[src/rtl/rom_reader_pkg.sv]
// Shared state encodings and helpers for the ROM read sequencer.
package rom_reader_pkg;

  typedef enum logic [1:0] {
    S_IDLE    = 2'd0,
    S_ISSUE   = 2'd1,
    S_CAPTURE = 2'd2,
    S_DONE    = 2'd3
  } state_e;

endpackage

[src/rtl/rom_reader.sv]
// Z80 read sequencer for a synchronous ROM with one-cycle registered output,
// with a one-entry last-address buffer that short-circuits repeated reads.
module rom_reader
  import rom_reader_pkg::*;
#(
  parameter  int KB = 8,
  localparam int AW = $clog2(KB * 1024)
) (
  input  logic          clock,
  input  logic          reset,
  input  logic          req,
  input  logic [AW-1:0] addr,
  input  logic          invalidate,
  output logic          ack,
  output logic [7:0]    data_out,
  output logic          wait_n,
  output logic          rom_ce,
  output logic [AW-1:0] rom_address,
  input  logic [7:0]    rom_q
);

  state_e        state_q, state_d;
  logic          ack_q, ack_d;
  logic          rom_ce_q, rom_ce_d;
  logic [AW-1:0] rom_address_q, rom_address_d;
  logic [7:0]    data_out_q, data_out_d;
  logic          buf_valid_q, buf_valid_d;
  logic [AW-1:0] buf_addr_q, buf_addr_d;

  // A buffer hit is suppressed when invalidate arrives on the same edge.
  logic hit;
  assign hit = buf_valid_q && !invalidate && (addr == buf_addr_q);

  // NOTE: every _d gets a default first so no path through the case infers a latch.
  always_comb begin
    state_d       = state_q;
    ack_d         = ack_q;
    rom_ce_d      = 1'b0;
    rom_address_d = rom_address_q;
    data_out_d    = data_out_q;
    buf_valid_d   = buf_valid_q;
    buf_addr_d    = buf_addr_q;

    unique case (state_q)
      S_IDLE: begin
        if (req && hit) begin
          ack_d   = 1'b1;
          state_d = S_DONE;
        end else if (req) begin
          rom_address_d = addr;
          rom_ce_d      = 1'b1;
          state_d       = S_ISSUE;
        end
      end
      S_ISSUE: state_d = S_CAPTURE;
      S_CAPTURE: begin
        // The fill always completes, even if the CPU abandoned the request.
        data_out_d  = rom_q;
        buf_addr_d  = rom_address_q;
        buf_valid_d = 1'b1;
        if (req && (addr == rom_address_q)) begin
          ack_d   = 1'b1;
          state_d = S_DONE;
        end else begin
          state_d = S_IDLE;
        end
      end
      S_DONE: begin
        if (!req || (addr != buf_addr_q)) begin
          ack_d   = 1'b0;
          state_d = S_IDLE;
        end
      end
      default: state_d = S_IDLE;
    endcase

    if (invalidate) buf_valid_d = 1'b0;
  end

  // NOTE: sequential state uses non-blocking assignments so all flops update together.
  always_ff @(posedge clock or posedge reset) begin
    if (reset) begin
      state_q       <= S_IDLE;
      ack_q         <= 1'b0;
      rom_ce_q      <= 1'b0;
      rom_address_q <= '0;
      data_out_q    <= 8'h00;
      buf_valid_q   <= 1'b0;
      buf_addr_q    <= '0;
    end else begin
      state_q       <= state_d;
      ack_q         <= ack_d;
      rom_ce_q      <= rom_ce_d;
      rom_address_q <= rom_address_d;
      data_out_q    <= data_out_d;
      buf_valid_q   <= buf_valid_d;
      buf_addr_q    <= buf_addr_d;
    end
  end

  assign ack         = ack_q;
  assign data_out    = data_out_q;
  assign rom_ce      = rom_ce_q;
  assign rom_address = rom_address_q;
  assign wait_n      = ~(req & ~ack_q);

endmodule

[config.mk]
export PLATFORM = sky130hd
export DESIGN_NAME = rom_reader
export DESIGN_NICKNAME = d
export VERILOG_FILES = /design/src/rtl/rom_reader_pkg.sv /design/src/rtl/rom_reader.sv
export SDC_FILE = /design/constraint.sdc
export NUM_CORES = 1
export LEC_CHECK = 0
export ABC_AREA = 1
export BUFFER_PORTS_ARGS = -buffer_cell sky130_fd_sc_hd__buf_4
export CAP_MARGIN = 5
export CORE_UTILIZATION = 31
export CTS_CLUSTER_SIZE = 10
export DETAILED_ROUTE_END_ITERATION = 8
export GPL_ROUTABILITY_DRIVEN = 0
export GPL_TIMING_DRIVEN = 0
export PLACE_DENSITY = 0.6
export SLEW_MARGIN = 20
export SYNTH_ARGS = -nofsm -noshare
export SYNTH_HDL_FRONTEND = slang
export SYNTH_SLANG_ARGS = --single-unit
[constraint.sdc]
create_clock -name clock -period 2.9 [get_ports clock]
set_clock_uncertainty 0.1 [all_clocks]
set_input_delay 0.145 -clock clock [delete_from_list [all_inputs] [get_ports clock]]
set_output_delay 0.145 -clock clock [all_outputs]
set_load 0.01 [all_outputs]
==> results of run 1 <==
==> cell usage after synthesis <==
cell / n / area share
sky130_fd_sc_hd__clkbuf_1: 2 / 0.0037
sky130_fd_sc_hd__or2_2: 1 / 0.0031
sky130_fd_sc_hd__nand2_1: 123 / 0.23
sky130_fd_sc_hd__o21ai_1: 6 / 0.015
sky130_fd_sc_hd__xnor2_1: 4 / 0.017
sky130_fd_sc_hd__or2_1: 1 / 0.0031
sky130_fd_sc_hd__o21ai_2: 7 / 0.030
sky130_fd_sc_hd__nand2_4: 1 / 0.0056
sky130_fd_sc_hd__nand3_2: 1 / 0.0050
sky130_fd_sc_hd__nor2_4: 1 / 0.0056
sky130_fd_sc_hd__o21ai_0: 15 / 0.037
sky130_fd_sc_hd__a21oi_1: 2 / 0.0050
sky130_fd_sc_hd__inv_2: 6 / 0.011
sky130_fd_sc_hd__nand3_1: 7 / 0.017
sky130_fd_sc_hd__nor2_1: 16 / 0.030
sky130_fd_sc_hd__buf_2: 2 / 0.0050
sky130_fd_sc_hd__nand4_1: 2 / 0.0062
sky130_fd_sc_hd__dfrtp_1: 39 / 0.48
sky130_fd_sc_hd__inv_1: 38 / 0.071
sky130_fd_sc_hd__nor2_2: 1 / 0.0031
sky130_fd_sc_hd__buf_6: 2 / 0.011
==> state kept, by name (all words and copies together) (netlist names) <==
signal / cells
ack: 1
buf_addr_q: 13
buf_valid_q: 1
data_out: 8
rom_address: 13
rom_ce: 1
state_q: 2
==> logic make-up (layout without fill, tap and decap cells) <==
family                    count (synthesis)  after routing  synth area share
and+or+nand+nor                         154            154             0.308
DFF                                      39             39             0.485
AOI/OAI and AO/OA                        30             30            0.0876
xor gates and xnor gates                  4              4            0.0174
buffers and inverters                    50            117             0.102
==> worst register-to-register path, stage by stage (launching register included) <==
cell and delay (ns):
sky130_fd_sc_hd__dfrtp_1 0.39, sky130_fd_sc_hd__xnor2_1 0.15, sky130_fd_sc_hd__nand3_1 0.10, sky130_fd_sc_hd__nor2_1 0.27, sky130_fd_sc_hd__nand3_2 0.15, sky130_fd_sc_hd__nand2_4 0.14
sky130_fd_sc_hd__buf_6 0.20, sky130_fd_sc_hd__o21ai_1 0.08
==> final cells by class <==
type                            count  share of cell area
Buffer                              6              0.0147
Clock buffer                        5              0.0253
Clock inverter                      3              0.0248
Inverter                           44              0.0606
Multi-Input combinational cell    188               0.305
Sequential cell                    39               0.358
Tap cell                           75              0.0345
Timing Repair Buffer               59               0.176
==> power by group through the flow <==
stage	clock [mW]	sequential, mW	combinational, mW
finish	0.549	0.854	0.698
global route	0.585	0.878	0.810
CTS	0.562	0.854	0.710
detailed placement	0	0.863	0.697
global placement	0	0.859	0.678
floorplan	0	0.886	0.377
==> through the flow <==
stage | power, mW | util | instances | instance area [um^2]
3_5_place_dp | 1.56 | 0.408 | 401 | 2490
3_3_place_gp | 1.54 | 0.405 | 400 | 2470
2_1_floorplan | 1.26 | - | 277 | 2010
5_1_grt | 2.27 | 0.447 | 419 | 2720
4_1_cts | 2.13 | 0.447 | 419 | 2720
6_report | 2.10 | 0.447 | 419 | 2720
==> layer usage <==
| layer | vias to the layer above | global-route usage | routed length (um) |
|---|---|---|---|
| li1 | 966 | - | - |
| met3 | 4 | 0.0385 | 217 |
| met2 | 45 | 0.264 | 2200 |
| met4 | 0 | 0.0586 | 40 |
| met5 | - | 0 | 0 |
| met1 | 839 | 0.201 | 2260 |
==> how the worst max path moves through the flow <==
| stage | slack (ns) | end | start |
|---|---|---|---|
| after floorplan | 1.51 | ack$_DFFE_PP0P_ | rom_address[11]$_DFFE_PP0P_ |
| after global placement | 1.13 | rom_address[2]$_DFFE_PP0P_ | reset |
| after detailed placement | 1.23 | rom_address[5]$_DFFE_PP0P_ | buf_addr_q[3]$_DFFE_PP0P_ |
| after CTS | 1.19 | rom_address[8]$_DFFE_PP0P_ | buf_addr_q[3]$_DFFE_PP0P_ |
| after global routing | 1.02 | rom_address[9]$_DFFE_PP0P_ | buf_addr_q[3]$_DFFE_PP0P_ |
| final | 1.22 | rom_address[5]$_DFFE_PP0P_ | buf_addr_q[3]$_DFFE_PP0P_ |
==> impl_table.tex, run 1 <==
\begin{tabular}{lr}
\hline
Metric & Value \\
\hline
\multicolumn{2}{l}{\textbf{Status}} \\
\quad Outcome & finished, final reports clean \\
\multicolumn{2}{l}{\textbf{Routing}} \\
\quad Routed vias & 1854 \\
\quad DR WL/cell & 11.3 um \\
\quad Drt initial violations & 85 \\
\quad Total iterations of the first detailed-routing run & 4 \\
\quad Post-detailed-route DRC marker count & 0 \\
\quad Via density per instance & 4.42 \\
\quad Final WL & 4.72 mm \\
\quad Detail Route Antenna Nets & 0 \\
\multicolumn{2}{l}{\textbf{Yosys}} \\
\quad Synth Register Bits & 39 \\
\quad Library cells used by synthesis & 21 \\
\quad Syn nets & 302 \\
\quad Post-synthesis average cell area & 7.27 um\^{}2 \\
\quad Sequential-to-total area share from yosys stat & 0.485 \\
\quad Netlist area before placement & 0.00201 mm\^{}2 \\
\quad YS warnings & 0 \\
\quad Gate count of the mapped netlist & 277 \\
\multicolumn{2}{l}{\textbf{Clock tree}} \\
\quad Worst skew pair latency & 0.29 ns \\
\quad CTS tree & done \\
\quad H-tree Lvls & 2 \\
\quad Clock sink count & 39 \\
\quad Cts bufs inserted & 5 \\
\quad Root cell of the clock tree & sky130\_fd\_sc\_hd\_\_clkbuf\_8 \\
\quad Count of instances resized after the clock tree is built & 0 \\
\quad Setup bufs post-CTS & 0 \\
\quad Clock slew seen by the registers of the worst setup and hold paths & 0.08 ns \\
\quad Buffer levels on the longest clock path & 2 \\
\quad Number of hold buffers added after cts & 10 \\
\multicolumn{2}{l}{\textbf{Setup path}} \\
\quad Arrival time of data at the critical path endpoint & 1.76 ns \\
\quad Type of origin of the critical path & register \\
\quad Delay of the slowest cell on the worst path & 0.39 ns \\
\quad Max FO, Critical Path & 10 \\
\quad Number of stages on the worst setup path & 7 \\
\quad Element type at the critical path end & register \\
\quad Critical-path top delay cell & sky130\_fd\_sc\_hd\_\_dfrtp\_1 \\
\quad Ordered list of cells on the worst path & xnor2\_1 -> nand3\_1 -> nor2\_1 -> nand3\_2 -> nand2\_4 -> buf\_6 -> o21ai\_1 \\
\quad Startpoint of the worst-slack reg-to-reg timing path & buf\_addr\_q[3]\$\_DFFE\_PP0P\_ \\
\quad CP bufs+invs & 1 \\
\quad Dominant delay contributor by cell family on the critical path & simple AND/OR/NAND/NOR gates \\
\quad Setup slack, reg-to-reg & 1.22 ns \\
\quad Path type of the worst setup path & reg2reg \\
\quad Depth of the worst register-to-register path & 7 \\
\quad Required time reported for the critical path endpoint & 2.98 ns \\
\quad R2r endpoint & rom\_address[5]\$\_DFFE\_PP0P\_ \\
\multicolumn{2}{l}{\textbf{Global route}} \\
\quad GRT Total Usage & 0.160 \\
\quad Global route overflow & 0 \\
\quad Pin count of the biggest net entering global routing & 25 \\
\quad Vias in the first global route & 1733 \\
\quad First-pass GRT wire length & 7.93 mm \\
\quad Antenna violations before repair & 0 \\
\multicolumn{2}{l}{\textbf{Cells and area}} \\
\quad Combined flip-flop and latch cell area & 976 um\^{}2 \\
\quad Layout cells sized above 1 & 0.233 \\
\quad Final net count & 368 \\
\quad Layout fillers & 647 \\
\quad Leading cell type in the layout, fill and taps excluded & sky130\_fd\_sc\_hd\_\_nand2\_1 \\
\quad Most frequent cells in the layout & sky130\_fd\_sc\_hd\_\_nand2\_1 (123), sky130\_fd\_sc\_hd\_\_buf\_4 (48), sky130\_fd\_sc\_hd\_\_dfrtp\_1 (39), sky130\_fd\_sc\_hd\_\_inv\_1 (37), sky130\_fd\_sc\_hd\_\_nor2\_1 (16) \\
\quad Antenna fix cells & 0 \\
\quad Multi-input combinational cell area & 832 um\^{}2 \\
\quad Area added between synthesis and finish & 35.3\% \\
\multicolumn{2}{l}{\textbf{STA}} \\
\quad Worst Tran Pin Value & 0.428 ns \\
\quad Worst slew margin & 0.715 \\
\quad Final setup violation count & 0 \\
\quad Max Fclk & 597 MHz \\
\quad Setup repair after global routing missed its margin & no \\
\quad Final worst path period need & 1.68 ns \\
\quad Setup total negative slack & 0 ns \\
\quad Final count of hold timing violations & 0 \\
\quad Worst hold margin & 0.00483 ns \\
\quad Final clock period utilization by the worst path & 0.578 \\
\quad Worst Slack Setup Final & 1.22 ns \\
\quad Total count of max-transition violations in the final report & 0 \\
\multicolumn{2}{l}{\textbf{Placed design}} \\
\quad Port Buffer Count & 48 \\
\quad Placed wire-length estimate & 3.49 mm \\
\quad Pre-CTS setup slack & 1.23 ns \\
\multicolumn{2}{l}{\textbf{Job}} \\
\quad Max Cap Viol & 0 \\
\multicolumn{2}{l}{\textbf{Worst hold path}} \\
\quad Hold path cells & 3 \\
\quad Hold Crit Endpoint & rom\_address[7]\$\_DFFE\_PP0P\_ \\
\quad Hold path startpoint & addr[7] \\
\quad Min-Delay Path Class & in2reg \\
\multicolumn{2}{l}{\textbf{Power}} \\
\quad Switching share of total power & 0.336 \\
\quad IR Drop Worst-Case VDD & 0.273 mV \\
\quad Internal cell power & 1.39 mW \\
\quad Lkg Pwr & 1.48 nW \\
\quad Proportion of power drawn by the clock network & 0.261 \\
\quad Proportion of power drawn by flip-flops and latches & 0.406 \\
\quad Power density over the cells & 771 mW/mm\^{}2 \\
\quad Net switching power of the design & 707 uW \\
\quad Power share of the combinational group & 0.332 \\
\multicolumn{2}{l}{\textbf{Floorplan}} \\
\quad Chip Height & 82.6 um \\
\quad I/O pin total & 49 \\
\quad Area of the placeable core & 0.00610 mm\^{}2 \\
\quad Die area & 0.00682 mm\^{}2 \\
\quad Starting density of the core & 0.330 \\
\quad Std-Cell Rows & 28 \\
\quad Width of the die & 82.6 um \\
\hline
\end{tabular}
No activity file was read; power rests on OpenSTA's default activity.
==> run 2, diff against run 1 <==
--- a/config.mk
+++ b/config.mk
@@ -5,7 +5,7 @@
 export SDC_FILE = /design/constraint.sdc
 export NUM_CORES = 1
 export LEC_CHECK = 0
-export ABC_AREA = 1
+export ABC_AREA = 0
 export BUFFER_PORTS_ARGS = -buffer_cell sky130_fd_sc_hd__buf_4
 export CAP_MARGIN = 5
 export CORE_UTILIZATION = 31
@@ -13,7 +13,7 @@
 export DETAILED_ROUTE_END_ITERATION = 8
 export GPL_ROUTABILITY_DRIVEN = 0
 export GPL_TIMING_DRIVEN = 0
-export PLACE_DENSITY = 0.6
+export PLACE_DENSITY = 0.61
 export SLEW_MARGIN = 20
 export SYNTH_ARGS = -nofsm -noshare
 export SYNTH_HDL_FRONTEND = slang
==> constraint.sdc (replaced) <==
create_clock -name clock -period 1.8 [get_ports clock]
set_clock_uncertainty 0.1 [all_clocks]
set_input_delay 0.09 -clock clock [delete_from_list [all_inputs] [get_ports clock]]
set_output_delay 0.09 -clock clock [all_outputs]
set_load 0.01 [all_outputs]
==> run 2 against run 1 <==
Effect of this change: the run now ends with negative setup slack left; sequential share of layout area shrank 0.16 points; sequential power increased by 67%; synthesized cell count decreased by 52%; worst setup slack worse by 1.3 ns; count of clock-buffer cells in the layout grew 1; cell count fell by 30%; hold slack better by 0.019 ns; via count is 29% lower; critical endpoint is now rom_address[0]$_DFFE_PP0P_; largest cell class unchanged.
==> impl_table.tex, run 2 <==
\begin{tabular}{lr}
\hline
Metric & Value \\
\hline
\multicolumn{2}{l}{\textbf{STA}} \\
\quad Setup repair after global routing missed its margin & yes \\
\quad Worst hold margin & 0.0240 ns \\
\quad Final setup violation count & 12 \\
\quad Final count of hold timing violations & 0 \\
\quad Worst Tran Pin Value & 0.381 ns \\
\quad Worst Slack Setup Final & -0.0788 ns \\
\quad Final clock period utilization by the worst path & 1.04 \\
\quad Setup total negative slack & -0.715 ns \\
\quad Total count of max-transition violations in the final report & 0 \\
\quad Worst slew margin & 0.745 \\
\quad Final worst path period need & 1.88 ns \\
\quad Max Fclk & 532 MHz \\
\multicolumn{2}{l}{\textbf{Yosys}} \\
\quad Netlist area before placement & 0.00184 mm\^{}2 \\
\quad Most common flop cell mapped by yosys & sky130\_fd\_sc\_hd\_\_dfrtp\_1 \\
\quad Proportion of register bits with asynchronous set or reset after synthesis & 1.00 \\
\quad Sequential-to-total area share from yosys stat & 0.529 \\
\quad Most common library cells after synthesis & sky130\_fd\_sc\_hd\_\_dfrtp\_1 (39), sky130\_fd\_sc\_hd\_\_xnor2\_1 (26), sky130\_fd\_sc\_hd\_\_mux2\_2 (25) \\
\quad Most common cell in the netlist & sky130\_fd\_sc\_hd\_\_dfrtp\_1 \\
\quad Post-synth EDFFs & 0 \\
\quad Leading cell types by total area after synthesis & sky130\_fd\_sc\_hd\_\_dfrtp\_1 (53\%), sky130\_fd\_sc\_hd\_\_mux2\_2 (15\%), sky130\_fd\_sc\_hd\_\_xnor2\_1 (12\%), sky130\_fd\_sc\_hd\_\_mux2\_4 (7.3\%), sky130\_fd\_sc\_hd\_\_nand4\_1 (1.7\%) \\
\quad Yosys top cell area share & 0.529 \\
\quad Syn nets & 157 \\
\quad Synth Register Bits & 39 \\
\quad Library cells used by synthesis & 22 \\
\quad Post-synthesis average cell area & 14.0 um\^{}2 \\
\quad Gate count of the mapped netlist & 132 \\
\quad Leading area contributor after synthesis & sky130\_fd\_sc\_hd\_\_dfrtp\_1 \\
\quad YS warnings & 0 \\
\multicolumn{2}{l}{\textbf{Status}} \\
\quad Outcome & complete, but fails checks \\
\quad Violations in the final reports & negative setup slack \\
\multicolumn{2}{l}{\textbf{Floorplan}} \\
\quad Area of the placeable core & 0.00561 mm\^{}2 \\
\quad Chip Height & 79.1 um \\
\quad Die area & 0.00626 mm\^{}2 \\
\quad Starting density of the core & 0.329 \\
\quad Width of the die & 79.1 um \\
\quad I/O pin total & 49 \\
\quad Std-Cell Rows & 27 \\
\multicolumn{2}{l}{\textbf{Clock tree}} \\
\quad Worst skew pair latency & 0.30 ns \\
\quad Cts bufs inserted & 5 \\
\quad Buffer levels on the longest clock path & 2 \\
\quad H-tree Lvls & 2 \\
\quad Root cell of the clock tree & sky130\_fd\_sc\_hd\_\_clkbuf\_8 \\
\quad CTS tree & done \\
\quad Clock slew seen by the registers of the worst setup and hold paths & 0.08 ns \\
\quad Clock sink count & 39 \\
\multicolumn{2}{l}{\textbf{Cells and area}} \\
\quad Most frequent cells in the layout & sky130\_fd\_sc\_hd\_\_buf\_4 (54), sky130\_fd\_sc\_hd\_\_dfrtp\_1 (39), sky130\_fd\_sc\_hd\_\_xnor2\_1 (26), sky130\_fd\_sc\_hd\_\_mux2\_2 (25), sky130\_fd\_sc\_hd\_\_dlygate4sd3\_1 (23) \\
\quad Final net count & 244 \\
\quad Leading cell type in the layout, fill and taps excluded & sky130\_fd\_sc\_hd\_\_buf\_4 \\
\quad Area added between synthesis and finish & 48.4\% \\
\quad Layout cells sized above 1 & 0.482 \\
\quad Antenna fix cells & 0 \\
\multicolumn{2}{l}{\textbf{Setup path}} \\
\quad Depth of the worst register-to-register path & 6 \\
\quad Path type of the worst setup path & reg2reg \\
\quad R2r endpoint & rom\_address[0]\$\_DFFE\_PP0P\_ \\
\quad Type of origin of the critical path & register \\
\quad Arrival time of data at the critical path endpoint & 1.96 ns \\
\quad Required time reported for the critical path endpoint & 1.88 ns \\
\quad Max FO, Critical Path & 5 \\
\quad Setup slack, reg-to-reg & -0.08 ns \\
\quad Startpoint of the worst-slack reg-to-reg timing path & buf\_addr\_q[0]\$\_DFFE\_PP0P\_ \\
\quad Element type at the critical path end & register \\
\multicolumn{2}{l}{\textbf{Global route}} \\
\quad GRT Total Usage & 0.142 \\
\quad Pin count of the biggest net entering global routing & 28 \\
\quad Global route overflow & 0 \\
\quad Antenna violations before repair & 0 \\
\quad First-pass GRT wire length & 6.60 mm \\
\quad Vias in the first global route & 1323 \\
\multicolumn{2}{l}{\textbf{Worst hold path}} \\
\quad Hold Crit Endpoint & ack\$\_DFFE\_PP0P\_ \\
\quad Min-Delay Path Class & in2reg \\
\quad Hold path startpoint & req \\
\quad Hold path cells & 3 \\
\multicolumn{2}{l}{\textbf{Job}} \\
\quad Max Cap Viol & 0 \\
\multicolumn{2}{l}{\textbf{Routing}} \\
\quad Post-detailed-route DRC marker count & 0 \\
\quad Via density per instance & 4.53 \\
\quad Routed vias & 1322 \\
\quad Drt initial violations & 22 \\
\quad Detail Route Antenna Nets & 0 \\
\quad Total iterations of the first detailed-routing run & 4 \\
\quad Final WL & 3.96 mm \\
\quad DR WL/cell & 13.6 um \\
\multicolumn{2}{l}{\textbf{Power}} \\
\quad IR Drop Worst-Case VDD & 0.424 mV \\
\quad Lkg Pwr & 1.21 nW \\
\quad Power density over the cells & 1240 mW/mm\^{}2 \\
\multicolumn{2}{l}{\textbf{Placed design}} \\
\quad Pre-CTS setup slack & -0.284 ns \\
\quad Port Buffer Count & 48 \\
\quad Placed wire-length estimate & 2.70 mm \\
\hline
\end{tabular}
-- run 2: cell count changes after synthesis, sizes merged, moves of 3 or more --
cell   change
nor2      -17
xnor2     +22
nand3      -5
nand4      +3
o21ai     -28
mux2      +34
nand2    -121
inv       -40
-- run 2: cell type report --
| cell class | instances | area, um^2 |
|---|---|---|
| inverters | 4 | 15.0 |
| flip-flops and latches | 39 | 976 |
| multi-input cells | 86 | 838 |
| repair buffers | 80 | 678 |
| plain buffers | 3 | 21.3 |
| well taps | 72 | 90.1 |
| fillers | 536 | 2870 |
| clock buffers | 6 | 82.6 |
| clock inverters | 2 | 35.0 |
-- run 2: layer usage --
| metal | GRT usage | wire length, um |
|---|---|---|
| met3 | 0.0368 | 158 |
| met4 | 0.0655 | 79 |
| met1 | 0.187 | 1910 |
| met2 | 0.217 | 1810 |
| met5 | 0 | 0 |
-- run 2: repair_timing --
action / in CTS / in global routing
gates resized for setup: 5 / 3
hold endpoints to repair: 61 / 0
gates cloned: 1 / 0
buffers inserted: 4 / 5
pin swaps: 3 / 3
setup endpoints to repair: 33 / 17
hold buffers: 23 / 0
-- run 2: logic make-up after synthesis --
family,Yosys count,share of synthesized area
DFF,39,0.529
muxes,34,0.226
xor gates and xnor gates,26,0.123
and+or+nand+nor,17,0.0604
AOI/OAI and AO/OA,9,0.0427
buffers and inverters,7,0.0183
-- run 2: how the worst max path moves through the flow --
stage	cells past startpoint	endpoint	slack, ns	start
CTS	6	rom_address[0]$_DFFE_PP0P_	-0.19	buf_addr_q[7]$_DFFE_PP0P_
detailed placement	6	rom_address[3]$_DFFE_PP0P_	-0.28	buf_addr_q[0]$_DFFE_PP0P_
global placement	6	rom_address[0]$_DFFE_PP0P_	-0.28	buf_addr_q[0]$_DFFE_PP0P_
floorplan	6	rom_address[0]$_DFFE_PP0P_	-0.07	buf_addr_q[8]$_DFFE_PP0P_
finish	6	rom_address[0]$_DFFE_PP0P_	-0.08	buf_addr_q[0]$_DFFE_PP0P_
global route	6	rom_address[3]$_DFFE_PP0P_	-0.19	buf_addr_q[0]$_DFFE_PP0P_
-- run 2: worst max-delay path, stage by stage, from the launching register on --
cell                       delay, ns
sky130_fd_sc_hd__dfrtp_1        0.39
sky130_fd_sc_hd__xnor2_1        0.15
sky130_fd_sc_hd__nand3_1        0.15
sky130_fd_sc_hd__nor4_4         0.37
sky130_fd_sc_hd__a211oi_4       0.15
sky130_fd_sc_hd__buf_6          0.17
sky130_fd_sc_hd__mux2_4         0.29
-- run 2: power breakdown --
group          internal [mW]  switching [mW]  total [mW]
Combinational          0.773           0.444        1.22
Clock                  0.449           0.311       0.759
Sequential              1.19           0.236        1.43
Total                   2.41           0.990        3.40
-- run 2: per-stage QoR --
stage	utilization	total power, mW	instances	instance area, um^2
floorplan	-	2.14	132	1840
CTS	0.483	3.44	289	2710
global route	0.488	3.63	292	2740
detailed placement	0.413	2.59	253	2310
finish	0.488	3.40	292	2740
global placement	0.409	2.56	252	2290
==> run 3, diff against run 2 <==
--- a/config.mk
+++ b/config.mk
@@ -7,13 +7,13 @@
 export LEC_CHECK = 0
 export ABC_AREA = 0
 export BUFFER_PORTS_ARGS = -buffer_cell sky130_fd_sc_hd__buf_4
-export CAP_MARGIN = 5
+export CORE_ASPECT_RATIO = 0.6
 export CORE_UTILIZATION = 31
 export CTS_CLUSTER_SIZE = 10
 export DETAILED_ROUTE_END_ITERATION = 8
 export GPL_ROUTABILITY_DRIVEN = 0
 export GPL_TIMING_DRIVEN = 0
-export PLACE_DENSITY = 0.61
+export PLACE_DENSITY = 0.5
 export SLEW_MARGIN = 20
 export SYNTH_ARGS = -nofsm -noshare
 export SYNTH_HDL_FRONTEND = slang
==> run 3 against run 2 <==
Effect of this change: the run still ends with negative setup slack left; critical endpoint is now rom_address[12]$_DFFE_PP0P_; die area is 0.16% higher; cell count is 1.7% higher; worst setup slack worse by 0.078 ns; utilization is 0.064 points higher.
==> impl_table.tex, run 3 (synthesis gave the netlist of run 2 again) <==
\begin{tabular}{lr}
\hline
Metric & Value \\
\hline
\multicolumn{2}{l}{\textbf{Status}} \\
\quad Outcome & complete, but fails checks \\
\quad Violations in the final reports & negative setup slack \\
\multicolumn{2}{l}{\textbf{STA}} \\
\quad Max Fclk & 511 MHz \\
\quad Worst slew margin & 0.746 \\
\quad Final worst path period need & 1.96 ns \\
\quad Total count of max-transition violations in the final report & 0 \\
\quad Final count of hold timing violations & 0 \\
\quad Worst Tran Pin Value & 0.380 ns \\
\quad Final setup violation count & 13 \\
\quad Worst Slack Setup Final & -0.157 ns \\
\quad Final clock period utilization by the worst path & 1.09 \\
\quad Setup repair after global routing missed its margin & yes \\
\multicolumn{2}{l}{\textbf{Clock tree}} \\
\quad Buffer levels on the longest clock path & 2 \\
\quad Root cell of the clock tree & sky130\_fd\_sc\_hd\_\_clkbuf\_8 \\
\quad Cts bufs inserted & 5 \\
\quad Clock slew seen by the registers of the worst setup and hold paths & 0.08 ns \\
\quad Clock sink count & 39 \\
\quad Worst skew pair latency & 0.29 ns \\
\quad H-tree Lvls & 2 \\
\quad CTS tree & done \\
\multicolumn{2}{l}{\textbf{Routing}} \\
\quad Drt initial violations & 31 \\
\quad DR WL/cell & 14.7 um \\
\quad Detail Route Antenna Nets & 0 \\
\quad Routed vias & 1325 \\
\quad Final WL & 4.37 mm \\
\quad Post-detailed-route DRC marker count & 0 \\
\quad Via density per instance & 4.46 \\
\quad Total iterations of the first detailed-routing run & 4 \\
\multicolumn{2}{l}{\textbf{Cells and area}} \\
\quad Most frequent cells in the layout & sky130\_fd\_sc\_hd\_\_buf\_4 (51), sky130\_fd\_sc\_hd\_\_dfrtp\_1 (38), sky130\_fd\_sc\_hd\_\_mux2\_2 (25), sky130\_fd\_sc\_hd\_\_xnor2\_1 (23), sky130\_fd\_sc\_hd\_\_dlygate4sd3\_1 (23) \\
\quad Layout cells sized above 1 & 0.502 \\
\quad Leading cell type in the layout, fill and taps excluded & sky130\_fd\_sc\_hd\_\_buf\_4 \\
\quad Final design instance area without fill & 0.00276 mm\^{}2 \\
\quad Antenna fix cells & 0 \\
\quad Final net count & 241 \\
\quad Non-filler instance count after layout & 297 \\
\quad Area added between synthesis and finish & 49.7\% \\
\multicolumn{2}{l}{\textbf{Global route}} \\
\quad Pin count of the biggest net entering global routing & 34 \\
\quad Vias in the first global route & 1305 \\
\quad Global route overflow & 0 \\
\quad First-pass GRT wire length & 6.91 mm \\
\quad GRT Total Usage & 0.155 \\
\quad Antenna violations before repair & 0 \\
\multicolumn{2}{l}{\textbf{Placed design}} \\
\quad Port Buffer Count & 48 \\
\quad Placed wire-length estimate & 3.07 mm \\
\quad Post-placement cell count & 261 \\
\quad Post-place instance area & 0.00232 mm\^{}2 \\
\multicolumn{2}{l}{\textbf{Setup path}} \\
\quad Element type at the critical path end & register \\
\quad Required time reported for the critical path endpoint & 1.87 ns \\
\quad Path type of the worst setup path & reg2reg \\
\quad Type of origin of the critical path & register \\
\quad Max FO, Critical Path & 5 \\
\quad Arrival time of data at the critical path endpoint & 2.03 ns \\
\multicolumn{2}{l}{\textbf{Job}} \\
\quad Max Cap Viol & 0 \\
\multicolumn{2}{l}{\textbf{Floorplan}} \\
\quad Chip Height & 61.7 um \\
\quad I/O pin total & 49 \\
\quad Area of the placeable core & 0.00565 mm\^{}2 \\
\quad Starting density of the core & 0.326 \\
\quad Width of the die & 102 um \\
\quad Die area & 0.00627 mm\^{}2 \\
\quad Std-Cell Rows & 21 \\
\multicolumn{2}{l}{\textbf{Power}} \\
\quad Power density over the cells & 1250 mW/mm\^{}2 \\
\quad Lkg Pwr & 1.21 nW \\
\quad IR Drop Worst-Case VDD & 0.543 mV \\
\multicolumn{2}{l}{\textbf{Worst hold path}} \\
\quad Min-Delay Path Class & in2reg \\
\hline
\end{tabular}
==> run 3: per-layer routing <==
| layer | routed length [um] | part of all wire | global-route usage | up-vias |
|---|---|---|---|---|
| li1 | - | - | - | 635 |
| met3 | 179 | 0.041 | 0.0425 | 8 |
| met5 | 0 | 0 | 0 | - |
| met2 | 1910 | 0.44 | 0.223 | 32 |
| met1 | 2220 | 0.51 | 0.225 | 650 |
| met4 | 65 | 0.015 | 0.0559 | 0 |
==> run 3: report_power, final <==
| part | switching, mW | internal (mW) | leakage [nW] |
|---|---|---|---|
| Clock | 0.306 | 0.448 | 0.0612 |
| Combinational | 0.467 | 0.769 | 0.695 |
| Sequential | 0.254 | 1.19 | 0.458 |
| Total | 1.03 | 2.41 | 1.21 |
==> run 3: metrics by stage <==
| stage | hold slack [ns] | worst slack (ns) | util | total power [mW] | setup TNS, ns |
|---|---|---|---|---|---|
| finish | 0.0281 | -0.157 | 0.489 | 3.44 | -1.73 |
| global route | 0.0299 | -0.217 | 0.489 | 3.68 | -2.83 |
| CTS | -0.0436 | -0.202 | 0.482 | 3.45 | -2.37 |
| detailed placement | -0.0896 | -0.368 | 0.412 | 2.61 | -5.07 |
| global placement | 0.153 | -0.350 | 0.408 | 2.56 | -4.24 |
| floorplan | 0.0531 | -0.0658 | - | 2.14 | -0.592 |
==> run 3: repair_timing <==
| item | CTS | global route |
|---|---|---|
| cloned | 1 | 0 |
| setup buffers | 4 | 2 |
| setup endpoints to repair | 36 | 17 |
| gates resized for setup | 7 | 7 |
| hold endpoints to repair | 61 | 1 |
| pin swaps | 6 | 3 |
| hold buffers | 22 | 1 |
==> run 3: critical path, stage by stage, from the launching register on <==
cell	delay, ns
sky130_fd_sc_hd__dfrtp_1	0.41
sky130_fd_sc_hd__xnor2_2	0.19
sky130_fd_sc_hd__nand3_2	0.13
sky130_fd_sc_hd__nor4_4	0.40
sky130_fd_sc_hd__a211oi_4	0.14
sky130_fd_sc_hd__buf_6	0.17
sky130_fd_sc_hd__mux2_4	0.30
==> run 3: area by class of cell <==
| cell class | instances | area (um^2) |
|---|---|---|
| Fill cell | 511 | 2890 |
| Sequential cell | 39 | 977 |
| Multi-Input combinational cell | 86 | 873 |
| Timing Repair Buffer | 77 | 656 |
| Tap cell | 80 | 100 |
| Clock buffer | 6 | 82.6 |
| Clock inverter | 2 | 35.0 |
| Buffer | 3 | 21.3 |
| Inverter | 4 | 15.0 |
==> run 3: final timing paths <==
kind	to	cells after the start	slack, ns	from
min	ack$_DFFE_PP0P_	3	0.03	req
max reg2reg	rom_address[12]$_DFFE_PP0P_	6	-0.16	buf_addr_q[0]$_DFFE_PP0P_
max	rom_address[12]$_DFFE_PP0P_	6	-0.16	buf_addr_q[0]$_DFFE_PP0P_
max in group asynchronous	buf_addr_q[8]$_DFFE_PP0P_	4	1.03	reset
min in group asynchronous	rom_address[0]$_DFFE_PP0P_	3	0.15	reset
min reg2reg	data_out[3]$_DFFE_PP0P_	1	0.41	data_out[3]$_DFFE_PP0P_
